[config.mk]
export PLATFORM = sky130hd
export DESIGN_NAME = mul_issue_ctrl_flat
export DESIGN_NICKNAME = d
export VERILOG_FILES = /design/src/rtl/mul_issue_ctrl_if.sv /design/src/rtl/mul_issue_ctrl.sv /design/src/flat_wrapper.sv
export SDC_FILE = /design/constraint.sdc
export NUM_CORES = 1
export LEC_CHECK = 0
export BUFFER_PORTS_ARGS = -buffer_cell sky130_fd_sc_hd__buf_2
export CAP_MARGIN = 30
export CORE_UTILIZATION = 40
export DETAILED_ROUTE_END_ITERATION = 7
export MAX_ROUTING_LAYER = met4
export PLACE_DENSITY = 0.72
export SLEW_MARGIN = 20
export SYNTH_ARGS = -nofsm -noshare
export SYNTH_HDL_FRONTEND = slang
export SYNTH_SLANG_ARGS = --single-unit
[constraint.sdc]
create_clock -name clk_i -period 2.9 [get_ports clk_i]
set_clock_uncertainty 0.05 [all_clocks]
set_input_delay 0.435 -clock clk_i [delete_from_list [all_inputs] [get_ports clk_i]]
set_output_delay 0.435 -clock clk_i [all_outputs]
set_load 0.01 [all_outputs]
[src/rtl/mul_issue_ctrl_if.sv]
// Request (execute -> controller) and response (controller -> writeback) handshakes
// of the multiply issue controller. Signal suffixes are relative to the controller.
interface mul_issue_ctrl_if #(
    parameter int TAG_W = 5
);
    logic             in_valid_i;
    logic             in_ready_o;
    logic [2:0]       in_funct3_i;
    logic [31:0]      in_op_a_i;
    logic [31:0]      in_op_b_i;
    logic [TAG_W-1:0] in_tag_i;

    logic             out_valid_o;
    logic             out_ready_i;
    logic [31:0]      out_result_o;
    logic [TAG_W-1:0] out_tag_o;
    logic             out_err_o;

    modport slave (
        input  in_valid_i, in_funct3_i, in_op_a_i, in_op_b_i, in_tag_i,
        output in_ready_o,
        output out_valid_o, out_result_o, out_tag_o, out_err_o,
        input  out_ready_i
    );

    modport master (
        output in_valid_i, in_funct3_i, in_op_a_i, in_op_b_i, in_tag_i,
        input  in_ready_o,
        input  out_valid_o, out_result_o, out_tag_o, out_err_o,
        output out_ready_i
    );
endinterface

[src/rtl/mul_issue_ctrl.sv]
// Issue controller in front of the RV32M multiplier: decodes funct3, launches the
// multiplier with a one-cycle pulse, returns tagged results; handles bypass, errors, flush.
module mul_issue_ctrl #(
    parameter int TAG_W       = 5,
    parameter int ZERO_BYPASS = 1
) (
    input  logic            clk_i,
    input  logic            rst_i,
    mul_issue_ctrl_if.slave io,
    input  logic            flush_i,
    output logic            mult_en_o,
    output logic [31:0]     mult_op_a_o,
    output logic [31:0]     mult_op_b_o,
    output logic            mult_signed_a_o,
    output logic            mult_signed_b_o,
    output logic            mult_upper_o,
    input  logic [31:0]     mult_result_i,
    input  logic            mult_done_i,
    output logic            busy_o
);

    typedef enum logic [2:0] {
        S_IDLE,
        S_START,
        S_WAIT,
        S_DRAIN,
        S_RESP
    } state_e;

    state_e           state_q, state_d;
    logic [31:0]      op_a_q, op_a_d;
    logic [31:0]      op_b_q, op_b_d;
    logic             sgn_a_q, sgn_a_d;
    logic             sgn_b_q, sgn_b_d;
    logic             upper_q, upper_d;
    logic [TAG_W-1:0] tag_q, tag_d;
    logic [31:0]      res_q, res_d;
    logic             err_q, err_d;
    logic             vld_q, vld_d;
    logic             en_q, en_d;

    logic             accept;
    logic             req_err;
    logic             req_zero;

    always_comb begin
        state_d  = state_q;
        op_a_d   = op_a_q;
        op_b_d   = op_b_q;
        sgn_a_d  = sgn_a_q;
        sgn_b_d  = sgn_b_q;
        upper_d  = upper_q;
        tag_d    = tag_q;
        res_d    = res_q;
        err_d    = err_q;
        vld_d    = vld_q;
        en_d     = 1'b0;

        accept   = io.in_valid_i && (state_q == S_IDLE) && !flush_i;
        req_err  = io.in_funct3_i[2];
        req_zero = (ZERO_BYPASS != 0) &&
                   ((io.in_op_a_i == 32'd0) || (io.in_op_b_i == 32'd0));

        unique case (state_q)
            S_IDLE: begin
                if (accept) begin
                    op_a_d  = io.in_op_a_i;
                    op_b_d  = io.in_op_b_i;
                    tag_d   = io.in_tag_i;
                    // funct3[1:0]: 00 MUL, 01 MULH, 10 MULHSU, 11 MULHU
                    sgn_a_d = (io.in_funct3_i[1:0] == 2'b01) || (io.in_funct3_i[1:0] == 2'b10);
                    sgn_b_d = (io.in_funct3_i[1:0] == 2'b01);
                    upper_d = (io.in_funct3_i[1:0] != 2'b00);
                    if (req_err) begin
                        res_d   = 32'd0;
                        err_d   = 1'b1;
                        vld_d   = 1'b1;
                        state_d = S_RESP;
                    end else if (req_zero) begin
                        res_d   = 32'd0;
                        err_d   = 1'b0;
                        vld_d   = 1'b1;
                        state_d = S_RESP;
                    end else begin
                        err_d   = 1'b0;
                        en_d    = 1'b1;
                        state_d = S_START;
                    end
                end
            end
            S_START: begin
                // The multiplier is already launched, so a flush must still wait for done.
                state_d = flush_i ? S_DRAIN : S_WAIT;
            end
            S_WAIT: begin
                if (mult_done_i) begin
                    if (flush_i) begin
                        state_d = S_IDLE;
                    end else begin
                        res_d   = mult_result_i;
                        vld_d   = 1'b1;
                        state_d = S_RESP;
                    end
                end else if (flush_i) begin
                    state_d = S_DRAIN;
                end
            end
            S_DRAIN: begin
                if (mult_done_i) state_d = S_IDLE;
            end
            S_RESP: begin
                if (flush_i || io.out_ready_i) begin
                    vld_d   = 1'b0;
                    state_d = S_IDLE;
                end
            end
            default: begin
                vld_d   = 1'b0;
                state_d = S_IDLE;
            end
        endcase
    end

    always_ff @(posedge clk_i) begin
        if (rst_i) begin
            state_q <= S_IDLE;
            op_a_q  <= '0;
            op_b_q  <= '0;
            sgn_a_q <= 1'b0;
            sgn_b_q <= 1'b0;
            upper_q <= 1'b0;
            tag_q   <= '0;
            res_q   <= '0;
            err_q   <= 1'b0;
            vld_q   <= 1'b0;
            en_q    <= 1'b0;
        end else begin
            state_q <= state_d;
            op_a_q  <= op_a_d;
            op_b_q  <= op_b_d;
            sgn_a_q <= sgn_a_d;
            sgn_b_q <= sgn_b_d;
            upper_q <= upper_d;
            tag_q   <= tag_d;
            res_q   <= res_d;
            err_q   <= err_d;
            vld_q   <= vld_d;
            en_q    <= en_d;
        end
    end

    assign io.in_ready_o   = (state_q == S_IDLE);
    assign io.out_valid_o  = vld_q;
    assign io.out_result_o = res_q;
    assign io.out_tag_o    = tag_q;
    assign io.out_err_o    = err_q;

    assign mult_en_o       = en_q;
    assign mult_op_a_o     = op_a_q;
    assign mult_op_b_o     = op_b_q;
    assign mult_signed_a_o = sgn_a_q;
    assign mult_signed_b_o = sgn_b_q;
    assign mult_upper_o    = upper_q;
    assign busy_o          = (state_q != S_IDLE);

    a_en_single: assert property (@(posedge clk_i) disable iff (rst_i) mult_en_o |=> !mult_en_o);
    a_vld_resp:  assert property (@(posedge clk_i) disable iff (rst_i) vld_q |-> (state_q == S_RESP));

endmodule
[src/flat_wrapper.sv]
// flat-port wrapper written by rule: the top's interface ports become plain ports
module mul_issue_ctrl_flat 
#(
    parameter int TAG_W       = 5,
    parameter int ZERO_BYPASS = 1
)
  (clk_i, rst_i, flush_i, mult_en_o, mult_op_a_o, mult_op_b_o, mult_signed_a_o, mult_signed_b_o, mult_upper_o, mult_result_i, mult_done_i, busy_o, io_in_valid_i, io_in_funct3_i, io_in_op_a_i, io_in_op_b_i, io_in_tag_i, io_in_ready_o, io_out_valid_o, io_out_result_o, io_out_tag_o, io_out_err_o, io_out_ready_i);
  mul_issue_ctrl_if #(.TAG_W(TAG_W)) io_i ();
  input  logic clk_i;
  input  logic rst_i;
  input  logic flush_i;
  output logic mult_en_o;
  output logic [31:0] mult_op_a_o;
  output logic [31:0] mult_op_b_o;
  output logic mult_signed_a_o;
  output logic mult_signed_b_o;
  output logic mult_upper_o;
  input  logic [31:0] mult_result_i;
  input  logic mult_done_i;
  output logic busy_o;
  input wire logic [$bits(io_i.in_valid_i)-1:0] io_in_valid_i;
  input wire logic [$bits(io_i.in_funct3_i)-1:0] io_in_funct3_i;
  input wire logic [$bits(io_i.in_op_a_i)-1:0] io_in_op_a_i;
  input wire logic [$bits(io_i.in_op_b_i)-1:0] io_in_op_b_i;
  input wire logic [$bits(io_i.in_tag_i)-1:0] io_in_tag_i;
  output wire logic [$bits(io_i.in_ready_o)-1:0] io_in_ready_o;
  output wire logic [$bits(io_i.out_valid_o)-1:0] io_out_valid_o;
  output wire logic [$bits(io_i.out_result_o)-1:0] io_out_result_o;
  output wire logic [$bits(io_i.out_tag_o)-1:0] io_out_tag_o;
  output wire logic [$bits(io_i.out_err_o)-1:0] io_out_err_o;
  input wire logic [$bits(io_i.out_ready_i)-1:0] io_out_ready_i;
  assign io_i.in_valid_i = io_in_valid_i;
  assign io_i.in_funct3_i = io_in_funct3_i;
  assign io_i.in_op_a_i = io_in_op_a_i;
  assign io_i.in_op_b_i = io_in_op_b_i;
  assign io_i.in_tag_i = io_in_tag_i;
  assign io_in_ready_o = io_i.in_ready_o;
  assign io_out_valid_o = io_i.out_valid_o;
  assign io_out_result_o = io_i.out_result_o;
  assign io_out_tag_o = io_i.out_tag_o;
  assign io_out_err_o = io_i.out_err_o;
  assign io_i.out_ready_i = io_out_ready_i;
  mul_issue_ctrl #(.TAG_W(TAG_W), .ZERO_BYPASS(ZERO_BYPASS)) u_core (.clk_i(clk_i), .rst_i(rst_i), .io(io_i), .flush_i(flush_i), .mult_en_o(mult_en_o), .mult_op_a_o(mult_op_a_o), .mult_op_b_o(mult_op_b_o), .mult_signed_a_o(mult_signed_a_o), .mult_signed_b_o(mult_signed_b_o), .mult_upper_o(mult_upper_o), .mult_result_i(mult_result_i), .mult_done_i(mult_done_i), .busy_o(busy_o));
endmodule
==> results.py, run 1 <==
metrics = {
    "sta": {
        "finalSetupViolCount": 0,
        "finalHoldViolCount": 0,
        "rsz0062_at_grt": "no",
        "fin_setup_tns_ns": 0,
        "drv_slew": 0,
        "setup_slack_ns": 0.7312,
        "finalCriticalPeriod_ns": 2.169,
        "worst_pin_slew_ns": 0.7544,
        "max_slew_margin_pct": 49.71,
        "max_freq_mhz": 461.1,
        "post-route-period-util_pct": 74.79,
        "timing.hold.ws_ns": 0.2415,
    },
    "die": {
        "die_area_sq_um": 11070,
        "io_pins": 219,
        "initial_core_util_pct": 41.28,
        "die_y_um": 105.2,
        "row_count": 37,
        "fp.dieW_um": 105.2,
        "core_region_area_sq_um": 10320,
    },
    "worst_setup_path": {
        "crit_required_ns": 3.12,
        "start_kind": "flop",
        "critPathTopFamily": "flip-flops",
        "worstSetupPathDepth": 6,
        "ff2ff_path_depth": 6,
        "crit_arrival_ns": 2.39,
        "path_buf_inv": 1,
        "cpMaxStageDelayCell": "dfxtp_1",
        "path_max_fanout": 64,
        "cpPeakStageDelay_ns": 0.53,
        "cp_cell_sequence": "mux2i_1 > nor4_4 > and3_2 > buf_4 > a21oi_1 > a311oi_1",
        "crit_type": "reg2reg",
        "crit_path_end_kind": "flop",
    },
    "cts": {
        "cts_tree": "yes",
        "cts_sinks": 110,
        "post_cts_buffers": 0,
        "hold_buffers": 0,
        "htree_levels": 3,
        "path_clk_slew_ns": 0.10,
        "root_buffer": "clkbuf_8",
        "cts_buffers": 9,
        "ctsResizeCount": 0,
        "clk_path_buf_depth": 2,
        "clkLatencyLatePin_ns": 0.37,
    },
    "synthesis": {
        "yosysWarnings": 0,
        "synth_area_sq_um": 4262,
        "synth_cell_types": 33,
        "synthCells": 525,
        "ys_ff_latch": 110,
        "ys_seq_area_share_pct": 51.67,
        "syn_nets": 637,
        "syn_area_per_cell_sq_um": 8.117,
    },
    "outcome": {
        "outcome": "complete, no violations",
    },
    "drt": {
        "viasPerCell": 5.140,
        "drt_iter0_markers": 260,
        "drc_errors": 0,
        "vias": 4410,
        "first_pass_iters": 4,
        "totalWireLength_mm": 11.80,
        "ant_nets": 0,
        "wl_per_cell_um": 13.75,
    },
    "placed_design": {
        "numPlacedInstances": 842,
        "portBuffers": 218,
        "place.detailed.hpwl_mm": 8.238,
        "pre_cts_slack_ns": 0.7625,
        "place.gp.congestion": 0.8323,
    },
    "power_and_ir_drop": {
        "power.total_mw": 2.947,
        "power.density_nw_per_um2": 527.4,
        "p_leak_nw": 2.418,
        "peakVddDrop_mv": 0.2418,
    },
    "hold_path": {
        "whs_path_depth": 3,
        "hold_path.class": "in2reg",
    },
    "global_route": {
        "antenna_found_initial": 0,
        "first_global_vias": 4034,
        "grt_pass1_wl_mm": 18.73,
        "grt_max_degree": 74,
        "grt_overflow": 0,
        "grt_usage_pct": 21.49,
    },
    "cells_and_area": {
        "area_growth_syn_to_layout_pct": 31.12,
        "antenna_cells": 0,
        "layoutNonFillerInstCount": 858,
        "final_nets": 829,
        "drive_gt1_share_pct": 33.80,
    },
    "job": {
        "maxCapViolCount": 0,
    },
}
==> through the flow <==
| stage | cell area (sq um) | utilization [%] |
|---|---|---|
| floorplan | 4262 | - |
| global placement | 5400 | 52.31 |
| CTS | 5588 | 54.13 |
| detailed placement | 5400 | 52.31 |
| finish | 5588 | 54.13 |
| global route | 5588 | 54.13 |
==> report_power, final <==
group          switching [mW]  internal, mW
sequential             0.0365          1.58
clock                   0.508         0.385
combinational           0.269         0.173
==> Yosys cell counts <==
library cell  count  area [sq um]
o211ai_1          1         7.510
nor3_1            2         10.01
buf_4             8         60.06
nand4_1           2         12.51
and3_1            1         6.260
buf_2             7         35.03
dfxtp_1         110          2202
nand2_1         179         671.9
inv_2             1         3.750
o21a_1            1         7.510
and2_1            1         6.260
ha_1              2         25.02
nor3_2            1         10.01
nor4_4            1         21.27
nand3_1           2         10.01
clkbuf_1         26         97.59
nor2_1            5         18.77
or2_1             1         6.260
a311oi_1         32         280.3
o2bb2ai_1         1         8.760
inv_1             3         11.26
nand2b_1          2         12.51
mux2i_1           2         20.02
a21oi_1         106         530.5
buf_1             2         7.510
nor4_1           16         100.1
a21o_1            1         7.510
nor2b_1           2         12.51
o31ai_1           1         7.510
a2111oi_0         1         8.760
a211oi_1          1         7.510
and4_1            2         17.52
a221oi_1          2         17.52
==> cells by family after synthesis <==
| group | Yosys count | synth area share (%) |
|---|---|---|
| simple gates | 217 | 21.49 |
| compound gates | 147 | 20.73 |
| flops | 110 | 51.67 |
| buf+inv | 47 | 5.050 |
| mux | 2 | 0.4698 |
| fa+ha+maj | 2 | 0.5871 |
==> final timing paths <==
| path | from | to | slack [ns] |
|---|---|---|---|
| setup / recovery | u_core.state_q[1] | u_core.io.out_result_o[19] | 0.73 |
| hold / removal | io_in_tag_i[2] | u_core.io.out_tag_o[2] | 0.24 |
| setup reg to reg | u_core.state_q[1] | u_core.io.out_result_o[19] | 0.73 |
| hold reg to reg | u_core.mult_op_a_o[9] | u_core.mult_op_a_o[9] | 0.40 |
==> worst reg2reg max path, stage by stage (launching register included) <==
cell	delay, ns
dfxtp_1	0.53
mux2i_1	0.18
nor4_4	0.16
and3_2	0.20
buf_4	0.49
a21oi_1	0.18
a311oi_1	0.28
==> routing by layer <==
| metal | global-route usage (%) | wire length, um | part of all wire, % |
|---|---|---|---|
| met1 | 26.98 | 5167 | 44 |
| met2 | 33.46 | 5523 | 47 |
| met3 | 4.391 | 864 | 7.3 |
| met4 | 9.557 | 242 | 2.1 |
| met5 | - | 0 | 0 |
==> layout by cell type, fill, tap and decap left out, drive strengths merged, types with 2 or more instances in the layout <==
master,synthesis,final
nor2,5,5
clkinvlp,0,2
and4,2,2
nor4,17,17
nand4,2,2
nand3,2,2
dfxtp,110,110
nand2,179,179
buf,17,224
inv,4,4
nand2b,2,2
nor2b,2,2
clkbuf,26,14
a21oi,106,106
ha,2,2
nor3,3,3
a221oi,2,2
mux2i,2,2
a311oi,32,32
==> layout make-up <==
type,instances,area [sq um]
Clock buffer,14,172.7
Clock inverter,2,15.01
Fill cell,978,4736
Inverter,4,15.01
Multi-Input combinational cell,368,1849
Sequential cell,110,2202
Tap cell,136,170.2
Timing Repair Buffer,224,1164
==> state kept, by name, summed over array words and instances (netlist names) <==
signal	cells
u_core.mult_op_a_o	32
u_core.io.out_tag_o	5
u_core.mult_op_b_o	32
u_core.io.out_valid_o	1
u_core.mult_signed_a_o	1
u_core.io.out_result_o	32
u_core.io.out_err_o	1
u_core.state_q	3
u_core.mult_en_o	1
u_core.mult_signed_b_o	1
u_core.mult_upper_o	1
(Power assumes the default switching activity.)
==> inputs of run 2 (changes only) <==
--- a/config.mk
+++ b/config.mk
@@ -5,12 +5,13 @@
 export SDC_FILE = /design/constraint.sdc
 export NUM_CORES = 1
 export LEC_CHECK = 0
+export ABC_AREA = 1
 export BUFFER_PORTS_ARGS = -buffer_cell sky130_fd_sc_hd__buf_2
 export CAP_MARGIN = 30
 export CORE_UTILIZATION = 40
 export DETAILED_ROUTE_END_ITERATION = 7
 export MAX_ROUTING_LAYER = met4
-export PLACE_DENSITY = 0.72
+export PLACE_DENSITY = 0.71
 export SLEW_MARGIN = 20
 export SYNTH_ARGS = -nofsm -noshare
 export SYNTH_HDL_FRONTEND = slang
==> constraint.sdc (replaced) <==
create_clock -name clk_i -period 2 [get_ports clk_i]
set_clock_uncertainty 0.05 [all_clocks]
set_input_delay 0.3 -clock clk_i [delete_from_list [all_inputs] [get_ports clk_i]]
set_output_delay 0.3 -clock clk_i [all_outputs]
set_load 0.01 [all_outputs]
==> run 2 against run 1 <==
  * Sequential power rose by 81%
  * Non-clock buffer count rose by 5
  * Sequential cell count did not move
  * Wire length rose by 1.6%
  * Clock power rose by 40%
  * Critical path type unchanged
  * Highest routed layer unchanged
==> results.py, run 2 <==
metrics = {
    "cts": {
        "cts_buffers": 9,
        "htree_levels": 3,
        "cts_sinks": 110,
        "clk_path_buf_depth": 2,
        "path_clk_slew_ns": 0.10,
        "clkLatencyLatePin_ns": 0.36,
        "root_buffer": "clkbuf_8",
        "post_cts_buffers": 0,
        "cts_tree": "yes",
    },
    "synthesis": {
        "syn_nets": 756,
        "yosys.area.top_type": "dfxtp_1",
        "yosysMostFrequentCell": "nor2_1",
        "ys_seq_area_share_pct": 49.27,
        "synth_edf_count": 0,
        "synthFlopType": "dfxtp_1",
        "synthTopCellsByCount": "nor2_1, dfxtp_1, nand2_1",
        "ys_ff_latch": 110,
        "synthCells": 644,
        "synthTopCellsByArea": "dfxtp_1, nor2_1, o21ai_0, nand2_1, nand3_1",
        "synth_cell_types": 25,
        "synth_area_sq_um": 4469,
        "syn_area_per_cell_sq_um": 6.940,
        "synthDominantCellAreaShare_pct": 49.27,
        "yosysWarnings": 0,
        "async_flop_share_pct": 0,
    },
    "power_and_ir_drop": {
        "pwr-share-seq_pct": 43.4,
        "pwr-share-comb_pct": 37.9,
        "p_int_mw": 4.126,
        "p_leak_nw": 3.123,
        "p_sw_mw": 2.587,
        "power.density_nw_per_um2": 1149,
        "sw_frac_of_total_pct": 38.54,
        "peakVddDrop_mv": 0.4706,
        "p_clk_share_pct": 18.6,
    },
    "drt": {
        "wl_met3_um": 880,
        "drt_iter0_markers": 285,
        "totalWireLength_mm": 11.98,
        "wl_met1_mm": 5.537,
        "ant_nets": 0,
        "dr_wl_met2_mm": 5.327,
        "viasPerCell": 4.651,
        "drc_errors": 0,
        "first_pass_iters": 5,
        "wl_per_cell_um": 12.08,
        "dr.max_layer_used": "met4",
        "vias": 4614,
    },
    "worst_setup_path": {
        "path_common_cell": "nor2_1",
        "crit_required_ns": 2.27,
        "cpPeakStageDelay_ns": 0.53,
        "cp_cell_sequence": "inv_1 > nand2_2 > nor2_4 > inv_2 > buf_4 > nor2_1 > nor2_1",
        "crit_type": "reg2reg",
        "start_kind": "flop",
        "path_max_fanout": 52,
        "crit_path_end_kind": "flop",
        "crit_arrival_ns": 2.07,
        "cpMaxStageDelayCell": "buf_4",
    },
    "die": {
        "initial_core_util_pct": 41.23,
        "die_area_sq_um": 11600,
        "fp.dieW_um": 107.7,
        "die_y_um": 107.7,
        "row_count": 38,
        "core_region_area_sq_um": 10840,
        "io_pins": 219,
    },
    "sta": {
        "fin_setup_tns_ns": 0,
        "max_slew_margin_pct": 64.36,
        "max_freq_mhz": 556.0,
        "timing.hold.ws_ns": 0.09822,
        "rsz0062_at_grt": "no",
        "finalCriticalPeriod_ns": 1.799,
        "drv_slew": 0,
        "finalHoldViolCount": 0,
        "worst_pin_slew_ns": 0.5346,
        "post-route-period-util_pct": 89.93,
        "finalSetupViolCount": 0,
    },
    "cells_and_area": {
        "area_growth_syn_to_layout_pct": 30.71,
        "fin_area_sq_um": 5842,
        "final_core_util_pct": 53.89,
        "layout_commonest_cell": "nor2_1",
        "final_nets": 959,
        "layoutNonFillerInstCount": 992,
        "drive_gt1_share_pct": 29.81,
        "antenna_cells": 0,
        "final_cell_mix": "nor2_1, buf_2, dfxtp_1",
    },
    "placed_design": {
        "place.detailed.hpwl_mm": 8.365,
        "portBuffers": 218,
        "dpl_cell_area_sq_um": 5664,
        "place.gp.congestion": 0.8055,
        "numPlacedInstances": 976,
    },
    "job": {
        "maxCapViolCount": 0,
    },
    "global_route": {
        "grt_max_degree": 63,
        "grt_usage_pct": 21.14,
        "antenna_found_initial": 0,
        "grt_pass1_wl_mm": 19.00,
        "first_global_vias": 4221,
        "grt_overflow": 0,
    },
    "hold_path": {
        "hold_path.class": "in2reg",
    },
    "outcome": {
        "outcome": "complete, no violations",
    },
}
run 2: cell count changes after synthesis, moves of 4 or more:
| cell | delta |
|---|---|
| a21oi_1 | -96 |
| a311oi_1 | -32 |
| buf_4 | -6 |
| clkbuf_1 | -4 |
| inv_1 | +29 |
| nand2_1 | -94 |
| nand3_1 | +23 |
| nor2_1 | +245 |
| nor4_1 | -16 |
| o21ai_0 | +74 |
run 2: cell families after synthesis:
kind of cell | after synthesis | share of synthesized area (%)
flops | 110 | 49.27
fa+ha+maj | 2 | 0.5598
compound gates | 87 | 10.22
buf+inv | 71 | 6.887
simple gates | 374 | 33.06
run 2: cell type report:
cell class | instances | area [sq um]
tap | 140 | 175.2
clock buffer | 11 | 141.4
clock inverter | 5 | 35.03
multi-input combinational | 463 | 1959
inverter | 34 | 130.1
timing repair buffer | 229 | 1199
sequential | 110 | 2202
fill | 1106 | 4999
run 2: repair_timing:
item	in CTS	in global routing
hold buffers	0	0
setup endpoints to repair	0	2
gates resized for setup	0	1
run 2: worst paths after layout:
check	to	depth (start not counted)	start	slack, ns
max	u_core.mult_op_b_o[31]	7	u_core.state_q[1]	0.20
min reg2reg	u_core.io.out_result_o[31]	2	u_core.io.out_result_o[31]	0.42
max reg2reg	u_core.mult_op_b_o[31]	7	u_core.state_q[1]	0.20
min	u_core.io.out_tag_o[3]	3	io_in_tag_i[3]	0.1
run 2: critical path: cells and delay by family, from the launching register on:
family,cells,cell delay [ns]
flops,1,0.38
simple gates,4,0.41
buf+inv,3,0.88
run 2: routing by layer:
layer | up-vias | GRT usage [%]
met5 | - | -
met4 | 0 | 7.926
met3 | 21 | 5.327
met2 | 164 | 34.07
met1 | 2017 | 25.44
li1 | 2412 | -
run 2: stage by stage:
step	setup WS [ns]	power (mW)
after floorplan	0.5175	4.575
after global placement	0.1994	5.499
after detailed placement	0.1960	5.517
after CTS	0.1654	6.768
after global routing	0.01005	7.220
final	0.2015	6.713
run 2: power by group through the flow:
stage / clock, mW / sequential [mW] / combinational [mW]
3_5_place_dp: 0 / 2.95 / 2.57
5_1_grt: 1.36 / 2.97 / 2.88
6_report: 1.25 / 2.92 / 2.55
4_1_cts: 1.28 / 2.91 / 2.57
3_3_place_gp: 0 / 2.95 / 2.55
2_1_floorplan: 0 / 3.19 / 1.38
==> inputs of run 3 (changes only) <==
--- a/config.mk
+++ b/config.mk
@@ -5,13 +5,12 @@
 export SDC_FILE = /design/constraint.sdc
 export NUM_CORES = 1
 export LEC_CHECK = 0
-export ABC_AREA = 1
 export BUFFER_PORTS_ARGS = -buffer_cell sky130_fd_sc_hd__buf_2
 export CAP_MARGIN = 30
 export CORE_UTILIZATION = 40
 export DETAILED_ROUTE_END_ITERATION = 7
 export MAX_ROUTING_LAYER = met4
-export PLACE_DENSITY = 0.71
+export PLACE_DENSITY = 0.72
 export SLEW_MARGIN = 20
 export SYNTH_ARGS = -nofsm -noshare
 export SYNTH_HDL_FRONTEND = slang
==> constraint.sdc (replaced) <==
create_clock -name clk_i -period 2 [get_ports clk_i]
set_clock_uncertainty 0.05 [all_clocks]
set_input_delay 0.4 -clock clk_i [delete_from_list [all_inputs] [get_ports clk_i]]
set_output_delay 0.4 -clock clk_i [all_outputs]
set_load 0.01 [all_outputs]
==> run 3 against run 2 <==
  * Non-clock buffer count is the same
  * Sequential power is 20% lower
  * Register-to-register slack about the same
  * Setup slack worse by 0.012 ns
  * Sequential cell count is the same
  * Sequential share of layout area is 0.78 points higher
  * Highest routed layer unchanged
  * Final cell count shrank 13%
  * Wire length fell by 2.2%
  * Critical path depth fell by 3
  * Via count down 3.4%
  * Global-route usage up 0.38 points
==> results.py, run 3 (synthesis gave the netlist of run 1 again) <==
metrics = {
    "global_route": {
        "first_global_vias": 4061,
        "grt_overflow": 0,
        "antenna_found_initial": 0,
        "grt_pass1_wl_mm": 18.78,
        "grt_usage_pct": 21.52,
        "grt_max_degree": 74,
    },
    "die": {
        "initial_core_util_pct": 41.28,
        "row_count": 37,
        "die_area_sq_um": 11070,
        "io_pins": 219,
        "fp.dieW_um": 105.2,
        "core_region_area_sq_um": 10320,
        "die_y_um": 105.2,
    },
    "cells_and_area": {
        "layout_commonest_cell": "buf_2",
        "final_nets": 834,
        "final_cell_mix": "buf_2, nand2_1, dfxtp_1",
        "fillerInstances": 967,
        "drive_gt1_share_pct": 34.39,
        "antenna_cells": 0,
        "layoutNonFillerInstCount": 863,
        "area_growth_syn_to_layout_pct": 34.29,
    },
    "hold_path": {
        "min-delay-start": "io_in_tag_i[2]",
        "min_to": "u_core.io.out_tag_o[2]",
        "hold_path.class": "in2reg",
        "whs_path_depth": 3,
    },
    "cts": {
        "cts_buffers": 9,
        "clkLatencyLatePin_ns": 0.35,
        "clk_path_buf_depth": 2,
        "path_clk_slew_ns": 0.10,
        "htree_levels": 3,
        "root_buffer": "clkbuf_8",
        "cts_sinks": 110,
        "post_cts_buffers": 0,
        "cts_tree": "yes",
        "ctsResizeCount": 0,
        "hold_buffers": 0,
    },
    "sta": {
        "rsz0062_at_grt": "no",
        "setup_slack_ns": 0.1890,
        "timing.hold.ws_ns": 0.2165,
        "finalCriticalPeriod_ns": 1.811,
        "max_freq_mhz": 552.2,
        "post-route-period-util_pct": 90.55,
        "fin_setup_tns_ns": 0,
        "max_slew_margin_pct": 70.20,
        "worst_pin_slew_ns": 0.4470,
        "drv_slew": 0,
        "finalSetupViolCount": 0,
        "finalHoldViolCount": 0,
    },
    "worst_setup_path": {
        "crit_arrival_ns": 1.36,
        "crit_path_end_kind": "output port",
        "r2r-start": "u_core.state_q[0]",
        "path_max_fanout": 9,
        "crit_required_ns": 1.55,
        "start_kind": "flop",
        "ff2ff_path_depth": 5,
        "reg2reg_slack_ns": 0.20,
        "rr_endpoint": "u_core.io.out_result_o[18]",
        "crit_type": "reg2out",
    },
    "drt": {
        "first_pass_iters": 5,
        "drc_errors": 0,
        "vias": 4457,
        "wl_per_cell_um": 13.58,
        "totalWireLength_mm": 11.72,
        "viasPerCell": 5.165,
        "ant_nets": 0,
        "drt_iter0_markers": 315,
    },
    "power_and_ir_drop": {
        "p_leak_nw": 2.487,
        "peakVddDrop_mv": 0.3620,
        "power.total_mw": 4.604,
        "power.density_nw_per_um2": 804.4,
    },
    "outcome": {
        "outcome": "complete, no violations",
    },
    "placed_design": {
        "place.gp.congestion": 0.8137,
        "pre_cts_slack_ns": 0.02257,
        "numPlacedInstances": 847,
        "place.detailed.hpwl_mm": 8.410,
        "portBuffers": 218,
    },
    "job": {
        "maxCapViolCount": 0,
    },
}
run 3: cell count changes in the layout (fill, tap and decap cells not counted), moves of 3 or more:
| cell | before | now |
|---|---|---|
| nor2_1 | 250 | 5 |
| nand3_1 | 25 | 2 |
| nand2_1 | 85 | 178 |
| nor4_1 | 0 | 16 |
| bufinv_16 | 0 | 3 |
| nor3_1 | 5 | 2 |
| a311oi_1 | 0 | 32 |
| buf_12 | 2 | 5 |
| a21oi_1 | 10 | 106 |
| inv_1 | 31 | 3 |
| o21ai_0 | 74 | 0 |
run 3: final cells by class:
cell class	count	area, sq um	area share, %
Clock buffer	11	141.4	2.470
Clock inverter	5	106.4	1.858
Timing Repair Buffer	229	1239	21.64
Multi-Input combinational cell	368	1849	32.31
Sequential cell	110	2202	38.48
Tap cell	136	170.2	2.973
Inverter	4	15.01	0.2624
run 3: per-layer routing:
layer	vias up	share of wire [%]	track usage (%)
li1	2205	-	-
met1	2045	43	27.11
met2	187	48	33.74
met3	20	6.8	3.896
met4	0	2.2	9.658
met5	-	0	-
run 3: worst max path at each step:
stage | start | cells after the start | to
detailed placement | io_in_op_a_i[23] | 7 | u_core.io.out_result_o[18]
CTS | u_core.state_q[2] | 4 | busy_o
global placement | io_in_op_b_i[11] | 7 | u_core.io.out_result_o[25]
finish | u_core.state_q[0] | 4 | busy_o
floorplan | io_in_op_b_i[19] | 6 | u_core.io.out_result_o[14]
global route | u_core.state_q[0] | 4 | busy_o
run 3: per-stage QoR:
stage | utilization (%) | instance area (sq um)
global placement | 53.04 | 5475
finish | 55.44 | 5723
global route | 55.44 | 5723
floorplan | - | 4262
detailed placement | 53.04 | 5475
CTS | 55.44 | 5723
run 3: worst max-delay path, stage by stage, from the launching register on:
cell and delay (ns):
dfxtp_1 0.43, nor3_2 0.25, buf_4 0.16, inv_2 0.03, buf_2 0.13
run 3: report_power, final:
group / switching, mW / internal (mW) / total [mW]
logic: 0.395 / 0.271 / 0.666
registers: 0.0515 / 2.28 / 2.34
clock network: 0.732 / 0.869 / 1.60
total: 1.18 / 3.42 / 4.60
